$ cat src/rtl/rc5_engine_ctrl.sv
// RC5 engine sequencer: owns the shared S-table RAM, runs key expansion and
// per-block encryption with watchdogs, and counts completed blocks.
module rc5_engine_ctrl #(
  parameter int unsigned W           = 32,
  parameter int unsigned R           = 12,
  parameter int unsigned T_LENGTH    = $clog2(2 * (R + 1)),
  parameter int unsigned KS_TIMEOUT  = 1023,
  parameter int unsigned CPH_TIMEOUT = 255
) (
  input  logic                clk,
  input  logic                rst,
  input  logic                iKey_start,
  output logic                oKs_start,
  input  logic                iKs_done,
  input  logic                iKs_we,
  input  logic [T_LENGTH-1:0] iKs_addr1,
  input  logic [T_LENGTH-1:0] iKs_addr2,
  input  logic [W-1:0]        iKs_wdata,
  input  logic [T_LENGTH-1:0] iCph_addr1,
  input  logic [T_LENGTH-1:0] iCph_addr2,
  output logic                oRam_we,
  output logic [T_LENGTH-1:0] oRam_addr1,
  output logic [T_LENGTH-1:0] oRam_addr2,
  output logic [W-1:0]        oRam_wdata,
  output logic                oCph_rst,
  output logic                oCph_start,
  output logic [W-1:0]        oCph_A,
  output logic [W-1:0]        oCph_B,
  input  logic                iCph_done,
  input  logic [W-1:0]        iCph_A,
  input  logic [W-1:0]        iCph_B,
  input  logic                iIn_valid,
  output logic                oIn_ready,
  input  logic [W-1:0]        iIn_A,
  input  logic [W-1:0]        iIn_B,
  output logic                oOut_valid,
  input  logic                iOut_ready,
  output logic [W-1:0]        oOut_A,
  output logic [W-1:0]        oOut_B,
  output logic                oKey_valid,
  output logic                oErr,
  output logic [15:0]         oBlk_count
);

  localparam int unsigned WD_MAX = (KS_TIMEOUT > CPH_TIMEOUT) ? KS_TIMEOUT : CPH_TIMEOUT;
  localparam int unsigned WD_W   = $clog2(WD_MAX + 1);
  // Last allowed run cycle: the watchdog would reach the timeout on this edge.
  localparam logic [WD_W-1:0] KS_LAST  = WD_W'(KS_TIMEOUT - 1);
  localparam logic [WD_W-1:0] CPH_LAST = WD_W'(CPH_TIMEOUT - 1);

  typedef enum logic [2:0] {
    StIdle, StKsStart, StKsRun, StReady, StCphRst, StCphStart, StCphRun, StOutHold
  } state_e;

  state_e          r_state, w_state_nxt;
  logic [WD_W-1:0] r_wd, w_wd_nxt;
  logic            r_pending, w_pending_nxt;
  logic            r_key_valid, w_key_valid_nxt;
  logic            r_err, w_err_nxt;
  logic [W-1:0]    r_cph_a, w_cph_a_nxt, r_cph_b, w_cph_b_nxt;
  logic [W-1:0]    r_out_a, w_out_a_nxt, r_out_b, w_out_b_nxt;
  logic [15:0]     r_blk_count, w_blk_count_nxt;
  logic            w_ks_owner;

  always_ff @(posedge clk) begin
    if (rst) begin
      r_state     <= StIdle;
      r_wd        <= '0;
      r_pending   <= 1'b0;
      r_key_valid <= 1'b0;
      r_err       <= 1'b0;
      r_cph_a     <= '0;
      r_cph_b     <= '0;
      r_out_a     <= '0;
      r_out_b     <= '0;
      r_blk_count <= '0;
    end else begin
      r_state     <= w_state_nxt;
      r_wd        <= w_wd_nxt;
      r_pending   <= w_pending_nxt;
      r_key_valid <= w_key_valid_nxt;
      r_err       <= w_err_nxt;
      r_cph_a     <= w_cph_a_nxt;
      r_cph_b     <= w_cph_b_nxt;
      r_out_a     <= w_out_a_nxt;
      r_out_b     <= w_out_b_nxt;
      r_blk_count <= w_blk_count_nxt;
    end
  end

  always_comb begin
    w_state_nxt     = r_state;
    w_wd_nxt        = r_wd;
    w_pending_nxt   = r_pending;
    w_key_valid_nxt = r_key_valid;
    w_err_nxt       = r_err;
    w_cph_a_nxt     = r_cph_a;
    w_cph_b_nxt     = r_cph_b;
    w_out_a_nxt     = r_out_a;
    w_out_b_nxt     = r_out_b;
    w_blk_count_nxt = r_blk_count;
    unique case (r_state)
      StIdle: begin
        if (iKey_start) w_state_nxt = StKsStart;
      end
      StKsStart: begin
        w_key_valid_nxt = 1'b0;
        w_err_nxt       = 1'b0;
        w_wd_nxt        = '0;
        w_state_nxt     = StKsRun;
      end
      StKsRun: begin
        if (iKs_done) begin
          w_key_valid_nxt = 1'b1;
          w_state_nxt     = StReady;
        end else if (r_wd == KS_LAST) begin
          w_err_nxt   = 1'b1;
          w_state_nxt = StIdle;
        end else begin
          w_wd_nxt = r_wd + 1'b1;
        end
      end
      StReady: begin
        // A rekey request takes priority over a block offered in the same cycle.
        if (iKey_start || r_pending) begin
          w_pending_nxt = 1'b0;
          w_state_nxt   = StKsStart;
        end else if (iIn_valid) begin
          w_cph_a_nxt = iIn_A;
          w_cph_b_nxt = iIn_B;
          w_state_nxt = StCphRst;
        end
      end
      StCphRst: begin
        w_pending_nxt = r_pending | iKey_start;
        w_state_nxt   = StCphStart;
      end
      StCphStart: begin
        w_pending_nxt = r_pending | iKey_start;
        w_wd_nxt      = '0;
        w_state_nxt   = StCphRun;
      end
      StCphRun: begin
        w_pending_nxt = r_pending | iKey_start;
        if (iCph_done) begin
          w_out_a_nxt = iCph_A;
          w_out_b_nxt = iCph_B;
          w_state_nxt = StOutHold;
        end else if (r_wd == CPH_LAST) begin
          // Key state is untrusted after a hung core; a fresh rekey is required.
          w_err_nxt       = 1'b1;
          w_key_valid_nxt = 1'b0;
          w_pending_nxt   = 1'b0;
          w_state_nxt     = StIdle;
        end else begin
          w_wd_nxt = r_wd + 1'b1;
        end
      end
      StOutHold: begin
        w_pending_nxt = r_pending | iKey_start;
        if (iOut_ready) begin
          w_blk_count_nxt = r_blk_count + 16'd1;
          w_state_nxt     = StReady;
        end
      end
      default: w_state_nxt = StIdle;
    endcase
  end

  assign w_ks_owner = (r_state == StKsStart) || (r_state == StKsRun);

  always_comb begin
    oRam_we    = 1'b0;
    oRam_addr1 = iCph_addr1;
    oRam_addr2 = iCph_addr2;
    oRam_wdata = '0;
    if (w_ks_owner) begin
      oRam_we    = iKs_we;
      oRam_addr1 = iKs_addr1;
      oRam_addr2 = iKs_addr2;
      oRam_wdata = iKs_wdata;
    end
  end

  assign oKs_start  = (r_state == StKsStart);
  assign oCph_rst   = (r_state == StCphRst);
  assign oCph_start = (r_state == StCphStart);
  assign oOut_valid = (r_state == StOutHold);
  assign oIn_ready  = (r_state == StReady) && !r_pending && !iKey_start;
  assign oCph_A     = r_cph_a;
  assign oCph_B     = r_cph_b;
  assign oOut_A     = r_out_a;
  assign oOut_B     = r_out_b;
  assign oKey_valid = r_key_valid;
  assign oErr       = r_err;
  assign oBlk_count = r_blk_count;

endmodule

$ cat config.mk
export PLATFORM = sky130hd
export DESIGN_NAME = rc5_engine_ctrl
export DESIGN_NICKNAME = d
export VERILOG_FILES = /design/src/rtl/rc5_engine_ctrl.sv
export SDC_FILE = /design/constraint.sdc
export NUM_CORES = 1
export LEC_CHECK = 0
export CORE_AREA = 2 2 148 150
export DETAILED_ROUTE_END_ITERATION = 8
export DIE_AREA = 0 0 150 152
export GPL_ROUTABILITY_DRIVEN = 0
export PLACE_DENSITY = 0.78
export SLEW_MARGIN = 20
export SYNTH_ARGS = -nofsm -noshare
export SYNTH_HDL_FRONTEND = slang
export SYNTH_SLANG_ARGS = --single-unit
$ cat constraint.sdc
create_clock -name clk -period 5.55 [get_ports clk]
set_input_delay 1.11 -clock clk [delete_from_list [all_inputs] [get_ports clk]]
set_output_delay 1.11 -clock clk [all_outputs]
set_load 0.005 [all_outputs]
==> flow_summary_export.csv <==
group,metric,value,unit
drt,wl_per_cell,15.84,µm
critical_path,crit_required,4440,ps
timing,drv_slew,0,
cells_and_area,register_area,3203,µm²
grt,grt_max_degree,86,
floorplan,num_rows,54,
cells_and_area,diodes,0,
drt,antenna_left,0,
drt,vias_per_cell,4.744,
clocking,cts_made_buffers,17,
synthesis,yosysSeqAreaShare,0.4891,
synthesis,ys.warnings.count,0,
clocking,htree_levels,4,
critical_path,reg2reg_setup_slack,2740,ps
pwr,p_per_area,247.9,nW/µm²
critical_path,cp-start-kind,"register",
min_path,hp-start,"oCph_A[26]$_SDFFE_PP0P_",
timing,tightestPinTransition,988.0,ps
clocking,cts_root_buf,"clkbuf_16",
pwr,leakagePower,3.761,nW
synthesis,synth_flop_cell,"dfxtp_1",
timing,worst_hold_slack,452.3,ps
cells_and_area,drive_gt1_frac,0.04435,
critical_path,worstPathArrival,2830,ps
critical_path,ff2ff_path_depth,5,
drt,drc,0,
clocking,cts_tree,"done",
timing,setup_violations,0,
critical_path,rr_endpoint,"oCph_A[9]$_SDFFE_PP0P_",
drt,drtPass1Iterations,5,
drt,first_iter_violations,502,
clocking,path_clk_slew,70,ps
min_path,hp-class,"reg -> reg",
cells_and_area,final_cells,1475,
timing,slew_headroom,0.3413,
clocking,cts_max_path_buffers,2,
floorplan,initial_utilization,0.3067,
timing,fin_skew,13.25,ps
floorplan,die-height,152,µm
synthesis,synth_area_per_cell,7.881,µm²
clocking,clock_latency,420,ps
pwr,ir_drop,0.1736,mV
grt,grt_overflow,0,
timing,tns,0,ps
cells_and_area,fin_nets,1373,
synthesis,synth_nets,1022,
min_path,min_path_cells,2,
timing,hold_viol_final,0,
cells_and_area,multi_input_area,3090,µm²
clocking,clkSinkCount,160,
synthesis,ys_ff_latch,160,
cells_and_area,n_fill_cell,1992,
grt,grt.total_usage,0.1980,
critical_path,cp-end-kind,"output port",
place,port_buffers,381,
grt,grt_pass1_vias,6818,
place,dp_cells,1443,
place,placed_cell_area,10560,µm²
floorplan,die_w,150,µm
cells_and_area,synthToLayoutAreaGrowth,69.91,%
synthesis,synth_cells,831,
cells_and_area,final_area,11130,µm²
grt,grt_pass1_wl,35460,µm
floorplan,dieArea,22800,µm²
synthesis,async_flop_share,0,
place,dp_hpwl,17270,µm
clocking,postCtsHoldBufs,0,
synthesis,synth_cell_types,57,
grt,antenna_found_initial,0,
clocking,postCtsSetupBuffers,0,
timing,period_minus_slack,3942,ps
timing,fmax,253.7,MHz
critical_path,r2r-start,"r_state[0]$_SDFFE_PP0P_",
drt,routed_wl,23370,µm
timing,rsz0062_at_grt,"no",
synthesis,synth-edff-count,0,
synthesis,mappedNetlistArea,6549,µm²
flow_run,drv_cap,0,
floorplan,pin_count,382,
min_path,min_to,"oCph_A[26]$_SDFFE_PP0P_",
cells_and_area,final_util,0.5212,
floorplan,core-area,21350,µm²
clocking,post_cts_resized,0,
critical_path,crit_fanout,44,
timing,fin_crit_sh,0.7103,
run_status,status,"completed",
critical_path,worst-setup-path-type,"reg -> out",
drt,vias,6998,
-- sequential cells by signal, indices dropped and copies added, names as in the netlist --
signal	cells
r_pending	1
oKey_valid	1
oOut_A	32
r_wd	10
oErr	1
oCph_B	32
oBlk_count	16
oCph_A	32
r_state	3
oOut_B	32
-- synthesized netlist by cell type (2+ instances only) --
cell type	number	area (µm²)
nor4_1	2	12.51
nand4b_1	2	17.52
nor2b_1	3	18.77
and2_1	35	219.0
nor2_1	24	90.09
clkbuf_1	35	131.4
a31oi_1	2	12.51
or3_1	7	43.79
nand2b_1	2	12.51
mux2_1	8	90.09
or4_1	5	37.54
a311oi_1	2	17.52
a21boi_1	3	22.52
and4_1	5	43.79
nand4_1	5	31.28
nand2_1	272	1021
a211oi_1	2	15.01
nor3b_1	2	15.01
or2_1	2	12.51
o2bb2ai_1	2	17.52
a21oi_1	141	705.7
nand3_1	14	70.07
mux2i_1	4	40.04
o31ai_1	5	37.54
and3_1	4	25.02
and3b_1	3	26.28
xor2_1	4	35.03
nor3_1	8	40.04
inv_1	8	30.03
o21ai_0	7	35.03
buf_2	20	100.1
ha_1	3	37.54
mux2_2	3	33.78
xnor2_1	5	43.79
dfxtp_1	160	3203
-- worst max-delay path, cell delays in order, from the launching register on --
cell and delay (ps):
dfxtp_1 650, nand2b_1 310, a21oi_2 210, buf_4 350
mux2_2 380, clkdlybuf4s50_1 500
-- cell families (layout without fill, tap and decap cells) --
logic type	after synthesis	after routing	share of synthesized area
AOI/OAI and AO/OA	178	178	0.1517
xor gates and xnor gates	9	9	0.01204
buffers and inverters	64	428	0.04108
muxes	16	16	0.02732
and+or+nand+nor	401	401	0.2730
DFF	160	160	0.4891
adders and majority gates	3	3	0.005732
-- power breakdown --
group          total (mW)  internal (mW)  switching, mW
clock network        1.14          0.601          0.539
logic               0.440          0.278          0.161
registers            1.18           1.16         0.0179
-- layout by cell type, fill, tap and decap left out, types with 5 or more instances in the layout --
cell type	count
clkdlybuf4s50_1	380
nand2_1	271
dfxtp_1	160
a21oi_1	141
and2_1	35
nor2_1	24
clkbuf_16	17
nand3_1	13
inv_1	8
mux2_1	8
nor3_1	8
o21ai_0	7
or3_1	7
buf_4	7
inv_8	6
and4_1	5
o31ai_1	5
or4_1	5
nand4_1	5
xnor2_1	5
-- metal layers --
metal,global-route usage,share of wire,vias up
met5,0,0,-
met4,0.05121,0.011,0
met3,0.04895,0.070,14
met2,0.3810,0.54,274
met1,0.2115,0.38,3236
li1,-,-,3474
-- per-stage QoR --
stage | power (mW) | setup slack [ps]
CTS | 2.795 | 1610
detailed placement | 1.646 | 1742
global placement | 1.643 | 1800
global route | 2.866 | 1412
finish | 2.758 | 1608
floorplan | 1.358 | 2823
-- how the worst max path moves through the flow --
stage          cells after the start               startpoint            end  slack [ps]
3_5_place_dp                       4               iKey_start      oIn_ready        1740
6_report                           5  r_state[1]$_SDFFE_PP0P_  oRam_addr2[0]        1610
4_1_cts                            5  r_state[1]$_SDFFE_PP0P_  oRam_wdata[6]        1610
2_1_floorplan                      2               iKey_start      oIn_ready        2820
5_1_grt                            5  r_state[1]$_SDFFE_PP0P_  oRam_addr2[0]        1410
3_3_place_gp                       4               iKey_start      oIn_ready        1800
-- layout make-up --
cell class | instances | area share
Inverter | 8 | 0.002699
Tap cell | 280 | 0.03149
Clock buffer | 18 | 0.03857
Timing Repair Buffer | 388 | 0.3490
Clock inverter | 14 | 0.01259
Sequential cell | 160 | 0.2879
Multi-Input combinational cell | 607 | 0.2777
Note: power is estimated with default switching activity, not from simulation.
